### config.mk
export PLATFORM = sky130hd
export DESIGN_NAME = mul_add
export DESIGN_NICKNAME = d
export VERILOG_FILES = /design/src/rtl/addr.sv /design/src/rtl/mul.sv /design/src/rtl/mul_add.sv
export SDC_FILE = /design/constraint.sdc
export NUM_CORES = 1
export LEC_CHECK = 0
export ABC_AREA = 1
export CAP_MARGIN = 5
export CORE_ASPECT_RATIO = 1.25
export CORE_MARGIN = 4
export CORE_UTILIZATION = 55
export DETAILED_ROUTE_END_ITERATION = 8
export DONT_BUFFER_PORTS = 1
export PLACE_DENSITY = 0.66
export SLEW_MARGIN = 20
export SYNTH_ARGS = -nofsm -noshare
export SYNTH_HDL_FRONTEND = slang
export SYNTH_HIERARCHICAL = 1
export SYNTH_SLANG_ARGS = --single-unit
### constraint.sdc
create_clock -name clk -period 8.8 [get_ports clk]
set_clock_uncertainty 0.15 [all_clocks]
set_input_delay 0 -clock clk [delete_from_list [all_inputs] [get_ports clk]]
set_output_delay 0 -clock clk [all_outputs]
set_load 0.02 [all_outputs]
### src/rtl/addr.sv
// Combinational unsigned ripple-carry adder; carry-out kept as the result MSB.
module addr #(
  parameter int SZin = 15
) (
  input  logic [SZin:0]   in1,
  input  logic [SZin:0]   in2,
  output logic [SZin+1:0] res
);

  // One full adder per bit; each stage takes its carry from the stage below.
  for (genvar i = 0; i <= SZin; i++) begin : g_fa
    logic ci;
    logic co;

    if (i == 0) begin : g_lsb
      assign ci = 1'b0;
    end else begin : g_chain
      assign ci = g_fa[i-1].co;
    end

    assign res[i] = in1[i] ^ in2[i] ^ ci;
    assign co     = (in1[i] & in2[i]) | (ci & (in1[i] ^ in2[i]));
  end

  assign res[SZin+1] = g_fa[SZin].co;

endmodule

### src/rtl/mul.sv
// Registered unsigned multiplier: shifted-AND partial-product rows summed
// combinationally, result captured in an async-reset output register.
module mul #(
  parameter int LENin1 = 9,
  parameter int LENin2 = 9
) (
  input  logic                       clk,
  input  logic                       rst,
  input  logic [LENin1-1:0]          in1,
  input  logic [LENin2-1:0]          in2,
  output logic [LENin1+LENin2-1:0]   res
);

  localparam int PW = LENin1 + LENin2;

  logic [LENin2-1:0][PW-1:0] rows;
  logic [PW-1:0]             prod_d;
  logic [PW-1:0]             prod_q;

  // Row i is in1 shifted left by i, gated by bit i of in2.
  for (genvar i = 0; i < LENin2; i++) begin : g_row
    assign rows[i] = in2[i] ? (PW'(in1) << i) : '0;
  end

  // Sum all partial-product rows into the full-width product.
  always_comb begin
    // NOTE: assign a default before the loop so every path drives prod_d; otherwise a latch is inferred.
    prod_d = '0;
    for (int i = 0; i < LENin2; i++) begin
      // NOTE: blocking '=' here because each iteration builds on the previous partial sum within the same evaluation.
      prod_d = prod_d + rows[i];
    end
  end

  // Capture the product; an asserted reset clears it without waiting for a clock edge.
  always_ff @(posedge clk or posedge rst) begin
    if (rst) begin
      prod_q <= '0;
    end else begin
      // NOTE: non-blocking '<=' for state so all registers update together at the edge.
      prod_q <= prod_d;
    end
  end

  assign res = prod_q;

endmodule

### src/rtl/mul_add.sv
// Multiply-accumulate stage: res = registered(ai*xni) + resprev, unsigned,
// full carry kept. Stages chain through res (low P bits) into resprev.
module mul_add #(
  parameter int SZin = 8
) (
  input  logic                  clk,
  input  logic                  rst,
  input  logic [SZin:0]         ai,
  input  logic [SZin:0]         xni,
  input  logic [2*(SZin+1)-1:0] resprev,
  output logic [2*(SZin+1):0]   res
);

  localparam int W = SZin + 1;
  localparam int P = 2 * W;

  logic [P-1:0] prod;

  mul #(
    .LENin1 (W),
    .LENin2 (W)
  ) u_mul (
    .clk (clk),
    .rst (rst),
    .in1 (ai),
    .in2 (xni),
    .res (prod)
  );

  // The partial sum passes straight through the adder with no register.
  addr #(
    .SZin (P - 1)
  ) u_addr (
    .in1 (prod),
    .in2 (resprev),
    .res (res)
  );

endmodule

After elaboration in Yosys (flattened, before gate mapping). Cells that the tools add are included.

$add $sub $neg: 8. $mul: 0. Div/mod/pow operators: 0. Order comparisons: 0. Equality and inequality tests: 0. Shift-type cells: 0. Multiplexer cells: 9. Bitwise operators: 87. Reductions and logical operators: 0.

Operator list (number): $add A18 B18 Y18 (4); $and A1 B1 Y1 (35); $xor A1 B1 Y1 (35); $add A18 B14 Y18 (1); $add A18 B15 Y18 (1); $add A18 B16 Y18 (1); $add A18 B17 Y18 (1); $mux W17 (1); $or A1 B1 Y1 (17); $mux W16 (1); $mux W15 (1); $mux W14 (1); $mux W13 (1); $mux W12 (1); $mux W11 (1); $mux W10 (1); $mux W9 (1).

Register bits: 18. Bits in latches: 0. Memory bits (writable): 0. ROM bits: 0. Input port bits: 38. Output and inout port bits: 19. Logic and storage cells: 105. Memories kept: 0.

Longest topological paths before layout. Gate-level depths: netlist (run 1).

Depth in word-level cells: 35. Depth in mapped cells: 23. Gate-level depth less buffers: 22.

By module. Netlist (run 1), hierarchy kept.

Modules (own cells, without submodules): mul (times used 1, cells an instance 433, area each 3226.8 sq um, seq. area each 450.4 sq um); addr (times used 1, cells an instance 29, area each 397.9 sq um, seq. area each 0.0 sq um).

Worst setup path before layout (run 1). Ideal clock, no wire load.

Kind: register to output. Start: register u_mul.prod_q[0], in the netlist u_mul/res[0]. End: output port res[17]. Data arrival time: 7.037 ns. Required time: 8.650 ns. Setup slack: 1.613 ns. Cell stages (with the launch flop): 23. Path buffers: 0. Cell sequence: dfrtp_1 -> ha_1 -> fa_1 -> fa_1 -> fa_1 -> fa_1 -> fa_1 -> fa_1 -> fa_1 -> fa_1 -> fa_1 -> fa_1 -> fa_1 -> fa_1 -> fa_1 -> fa_1 -> inv_1 -> fa_1 -> inv_1 -> fa_1 -> inv_1 -> fa_1 -> inv_1.

Cells in the longest elaborated chain, start to end: 34.

RTL lines: from (decl) (line mul.sv:18) `logic [PW-1:0] prod_q;`; from (signal assigned) (line mul.sv:41) `prod_q <= prod_d;`; $and A1 B1 Y1 (2 in a row) (line addr.sv:22) `assign co = (in1[i] & in2[i]) | (ci & (in1[i] ^ in2[i]));`; $or A1 B1 Y1 (line addr.sv:22); $and A1 B1 Y1 (line addr.sv:22); $or A1 B1 Y1 (line addr.sv:22); $and A1 B1 Y1 (line addr.sv:22); $or A1 B1 Y1 (line addr.sv:22); $and A1 B1 Y1 (line addr.sv:22); $or A1 B1 Y1 (line addr.sv:22); [17 not listed]; $or A1 B1 Y1 (line addr.sv:22); $and A1 B1 Y1 (line addr.sv:22); $or A1 B1 Y1 (line addr.sv:22); $and A1 B1 Y1 (line addr.sv:22); $or A1 B1 Y1 (line addr.sv:22); $and A1 B1 Y1 (line addr.sv:22); $or A1 B1 Y1 (line addr.sv:22); $xor A1 B1 Y1 (line addr.sv:21) `assign res[i] = in1[i] ^ in2[i] ^ ci;`; to (decl) (line mul_add.sv:11) `output logic [2*(SZin+1):0] res`.

Every way passes these cells.

Worst setup path after layout (run 1). Same ends and word-level chain as after synthesis.

==> impl_metrics.toml, run 1 <==
[cts]
cts_hold_buf = 7
htreeDepth = 1
ctsLongestPathBuffers = 2
cts_tree = "done"
cts_sinks = 18
cts_resized = 0
root_buffer = "clkbuf_8"
cts_setup_buffers = 0
clkTransAtPathRegs_ns = 0.06
cts_buffers = 3

[synthesis]
netlist_instances = 462
ys_ff_latch = 18
netlist_area_mm2 = 0.003625
synth_warnings = 6
synth_top_cell_by_area = "fa_1"
synth_cell_types = 14
avgSynthCellArea_um2 = 7.846
syn_nets = 604
ys_seq_area_frac = 0.1243
synth_top_cell_area_share = 0.3756
synth_area_leaders = "fa_1 (38%), inv_1 (15%), nand2_1 (14%), dfrtp_1 (12%), ha_1 (12%)"

[finish]
area_growth_pct = 3.935
seq_area_um2 = 450.4
antennaDiodeCount = 0
largest_reg_flops = 18
final_cells = 538
mostFrequentLayoutCells = "inv_1 (146), nand2_1 (139), fa_1 (68), ha_1 (36), dfrtp_1 (18)"
layout_commonest_cell = "inv_1"
drive_gt1_frac = 0.01325
final_nets = 597
multi_input_area_mm2 = 0.002551
fillCellCount = 594

[worst_setup_path]
worstPathArrival_ns = 7.47
crit_start = "u_mul/res[0]$_DFF_PP0_"
end_kind = "output pin"
cp-start-kind = "flop"
crit_required_ns = 8.65
crit_fanout = 1
crit_type = "flop to output pin"

[min_path]
hp-start = "resprev[0]"
hold_depth = 1
min_to = "res[0]"
min_path_type = "primary input to output pin"

[drt]
viasPerCell = 4.796
postRouteAntennaNets = 0
vias = 2580
drt-total-wl_mm = 6.334
drt-initial-drc-count = 61
drc = 0
dr.pass1.iters = 4
wire_per_inst_um = 11.77

[global_route]
grt.overflow.total = 0
grt_pass1_vias = 2849
antenna_found_initial = 0
grt_max_degree = 19
grt_use_total = 0.1796
grt_pass1_wl_mm = 11.67

[sta]
finalCritPeriodShare = 0.8657
finalSetupTns_ns = 0
slew_headroom = 0.5987
max_freq_mhz = 131.3
min_period_ns = 7.618
setup_viol = 0
drv_slew = 0
hold_violations = 0
tightest_slew_ns = 0.6013
rsz0062_at_grt = "false"

[placed_design]
gp_congestion = 0.8634
portBuffers = 0
dpl.hpwl_mm = 5.706
post-place-cells = 528

[run_status]
status = "completed"

[pwr]
ir_drop_v = 0.0001605
power_leakage_nw = 2.452
power_density_mw_per_mm2 = 246.7

[floorplan]
dieArea_mm2 = 0.007961
fp.dieH_um = 98.77
num_rows = 32
initial_utilization = 0.5766
io_pins = 57
core_area_mm2 = 0.006286
die_x_um = 80.61

[run]
drv_cap = 0
-- worst max path at each step --
stage | slack, ns | to
6_report | 1.18 | res[17]
3_3_place_gp | 1.40 | res[17]
4_1_cts | 1.13 | res[17]
5_1_grt | 0.91 | res[17]
3_5_place_dp | 1.39 | res[17]
2_1_floorplan | 1.61 | res[17]
-- critical path, stage by stage (launching register included) --
cell	delay, ns
dfrtp_1	0.36
ha_1	0.20
fa_1	0.38
fa_1	0.39
fa_1	0.39
fa_1	0.39
fa_1	0.39
fa_1	0.39
fa_1	0.39
fa_1	0.39
fa_1	0.39
fa_1	0.39
fa_1	0.39
fa_1	0.39
fa_1	0.39
fa_1	0.36
inv_1	0.07
fa_1	0.15
inv_1	0.04
fa_1	0.35
inv_1	0.07
fa_1	0.40
inv_1	0.16
-- cells in the mapped netlist, drive strengths merged --
cell type  instances
buf                1
fa                68
inv              146
dfrtp             18
nand2            139
nand3             12
xor2               8
clkbuf            18
a21oi              4
nand4              4
ha                36
nor2               8
-- cells by family (layout without fill, tap and decap cells) --
family | after synthesis | after routing | synth area share
AO/OA/AOI/OAI | 4 | 4 | 0.005523
flip-flops | 18 | 18 | 0.1243
AND/OR/NAND/NOR | 163 | 163 | 0.1792
adder cells (fa/ha/maj) | 104 | 104 | 0.4998
buffers and inverters | 165 | 156 | 0.1719
XOR/XNOR | 8 | 8 | 0.01933
-- power by group --
part	leakage [nW]	switching [mW]	internal [mW]
logic	2.21	0.458	0.278
clock network	0.0216	0.0214	0.0302
registers	0.215	0.0181	0.123
-- routing by layer --
metal  wire, µm  share of wire  global-route usage  up-vias
met4         80          0.013             0.03901        0
li1           -              -                   -     1266
met3        238          0.038             0.01463        8
met1       2588           0.41              0.2151     1255
met5          0              0                   0        -
met2       3427           0.54              0.3431       51
-- cell type report --
type	count	area share
repair buffers	7	0.01860
flip-flops and latches	18	0.1196
multi-input cells	279	0.6772
inverters	146	0.1455
well taps	85	0.02823
clock buffers	3	0.01096
-- metrics by stage --
| step | worst slack, ns | hold WS [ns] | power, mW | cell area (µm²) | utilization |
|---|---|---|---|---|---|
| 4_1_cts | 1.126 | 0.06375 | 0.9439 | 3767 | 0.5993 |
| 5_1_grt | 0.9068 | 0.06528 | 1.058 | 3767 | 0.5993 |
| 6_report | 1.182 | 0.05791 | 0.9294 | 3767 | 0.5993 |
| 3_5_place_dp | 1.392 | -0.1527 | 0.8856 | 3656 | 0.5816 |
| 3_3_place_gp | 1.404 | -0.1625 | 0.8707 | 3656 | 0.5816 |
| 2_1_floorplan | 1.613 | -0.2114 | 0.7786 | 3625 | - |
Note: power is estimated with default switching activity, not from simulation.
==> inputs of run 2 (changes only) <==
- BUFFER_PORTS_ARGS: unset -> -buffer_cell sky130_fd_sc_hd__buf_2
- DONT_BUFFER_PORTS: 1 -> unset
- PLACE_DENSITY: 0.66 -> 0.74
==> impl_metrics.toml, run 2 (synthesized netlist as in run 1, its figures left out) <==
[worst_setup_path]
crit_chain = "ha_1 -> fa_1 -> fa_1 -> fa_1 -> fa_1 -> fa_1 -> fa_1 -> fa_1 -> fa_1 -> fa_1 -> fa_1 -> fa_1 -> fa_1 -> fa_1 -> fa_1 -> inv_1 -> fa_1 -> inv_1 -> fa_1 -> inv_1 -> fa_1 -> inv_1 -> buf_2"
timing.critical_path.slowest_cell_delay_ns = 0.41
end_kind = "output pin"
cp-start-kind = "flop"
cpMostUsedCell = "fa_1"
path_buf_inv = 5
cp_slowest_cell = "fa_1"
worstPathArrival_ns = 7.66
crit_type = "flop to output pin"
crit_family = "adder cells"
crit_fanout = 1
crit_required_ns = 8.65

[finish]
fillCellCount = 569
fin_util = 0.6397
antennaDiodeCount = 0
mostFrequentLayoutCells = "inv_1 (146), nand2_1 (139), fa_1 (68), buf_2 (56), ha_1 (36)"
finalInstanceArea_mm2 = 0.004021
area_growth_pct = 10.94
largest_reg_flops = 18
final_nets = 649
layout_commonest_cell = "inv_1"
drive_gt1_frac = 0.1245

[drt]
postRouteAntennaNets = 0
drt-total-wl_mm = 6.678
drt-initial-drc-count = 62
vias = 2781
viasPerCell = 4.706
drc = 0
dr.pass1.iters = 4
wire_per_inst_um = 11.30

[cts]
cts_setup_buffers = 0
cts_tree = "done"
cts_hold_buf = 3
cts_buffers = 3
ctsLongestPathBuffers = 2
root_buffer = "clkbuf_8"
htreeDepth = 1
clkTransAtPathRegs_ns = 0.06
cts_sinks = 18
cts_resized = 0

[sta]
tightest_slew_ns = 0.6050
max_freq_mhz = 128.1
slew_headroom = 0.5962
min_period_ns = 7.808
finalCritPeriodShare = 0.8873
hold_violations = 0
finalSetupTns_ns = 0
rsz0062_at_grt = "false"
drv_slew = 0
whs_ns = 0.06601
setup_viol = 0
setup_ws_ns = 0.9917

[global_route]
grt_use_total = 0.1914
grt_max_degree = 19
grt_pass1_vias = 2986
grt_pass1_wl_mm = 12.46
grt.overflow.total = 0
antenna_found_initial = 0

[run]
drv_cap = 0

[floorplan]
io_pins = 57
fp.dieH_um = 98.77
initial_utilization = 0.5766
num_rows = 32
core_area_mm2 = 0.006286
dieArea_mm2 = 0.007961
die_x_um = 80.61

[placed_design]
dpl.hpwl_mm = 6.070
gp_congestion = 0.8722
dp_slack_ns = 1.209
dpl-instance-area_mm2 = 0.003936
portBuffers = 56

[pwr]
ir_drop_v = 0.0001678
power_density_mw_per_mm2 = 245.8
power_leakage_nw = 2.664

[min_path]
min_path_type = "primary input to flop"

[run_status]
status = "completed"
[run 2: cell types whose count changed in the layout (fill, tap and decap cells not counted)]
cell / change
clkbuf_8: +1
dlygate4sd3_1: -4
buf_2: +56
[run 2: power by group]
group | switching (mW) | internal, mW
sequential | 0.0193 | 0.123
combinational | 0.489 | 0.294
clock | 0.0227 | 0.0396
total | 0.531 | 0.457
[run 2: per-layer routing]
layer / wire [µm] / vias up / global-route usage
li1: - / 1377 / -
met1: 2600 / 1316 / 0.2332
met2: 3575 / 76 / 0.3571
met3: 342 / 12 / 0.01188
met4: 159 / 0 / 0.05592
met5: 0 / - / 0
[run 2: final timing paths]
check / start / end / slack [ns] / cells after the start
max: u_mul/res[0]$_DFF_PP0_ / res[17] / 0.99 / 23
min: ai[1] / u_mul/res[1]$_DFF_PP0_ / 0.07 / 4
max in group asynchronous: rst / u_mul/res[8]$_DFF_PP0_ / 7.87 / 3
min in group asynchronous: rst / u_mul/res[9]$_DFF_PP0_ / 0.24 / 3
[run 2: through the flow]
step                      total power, mW  cells
final                              0.9886    591
after global routing                1.130    591
after CTS                           1.002    591
after detailed placement           0.9354    584
after global placement             0.9024    584
after floorplan                    0.7786    462
[run 2: layout make-up]
class	instances	area, µm²	area share
multi-input combinational	279	2551	0.6344
inverter	146	548.0	0.1363
sequential	18	450.4	0.1120
timing repair buffer	59	310.3	0.07716
tap	85	106.4	0.02645
clock buffer	4	55.05	0.01369
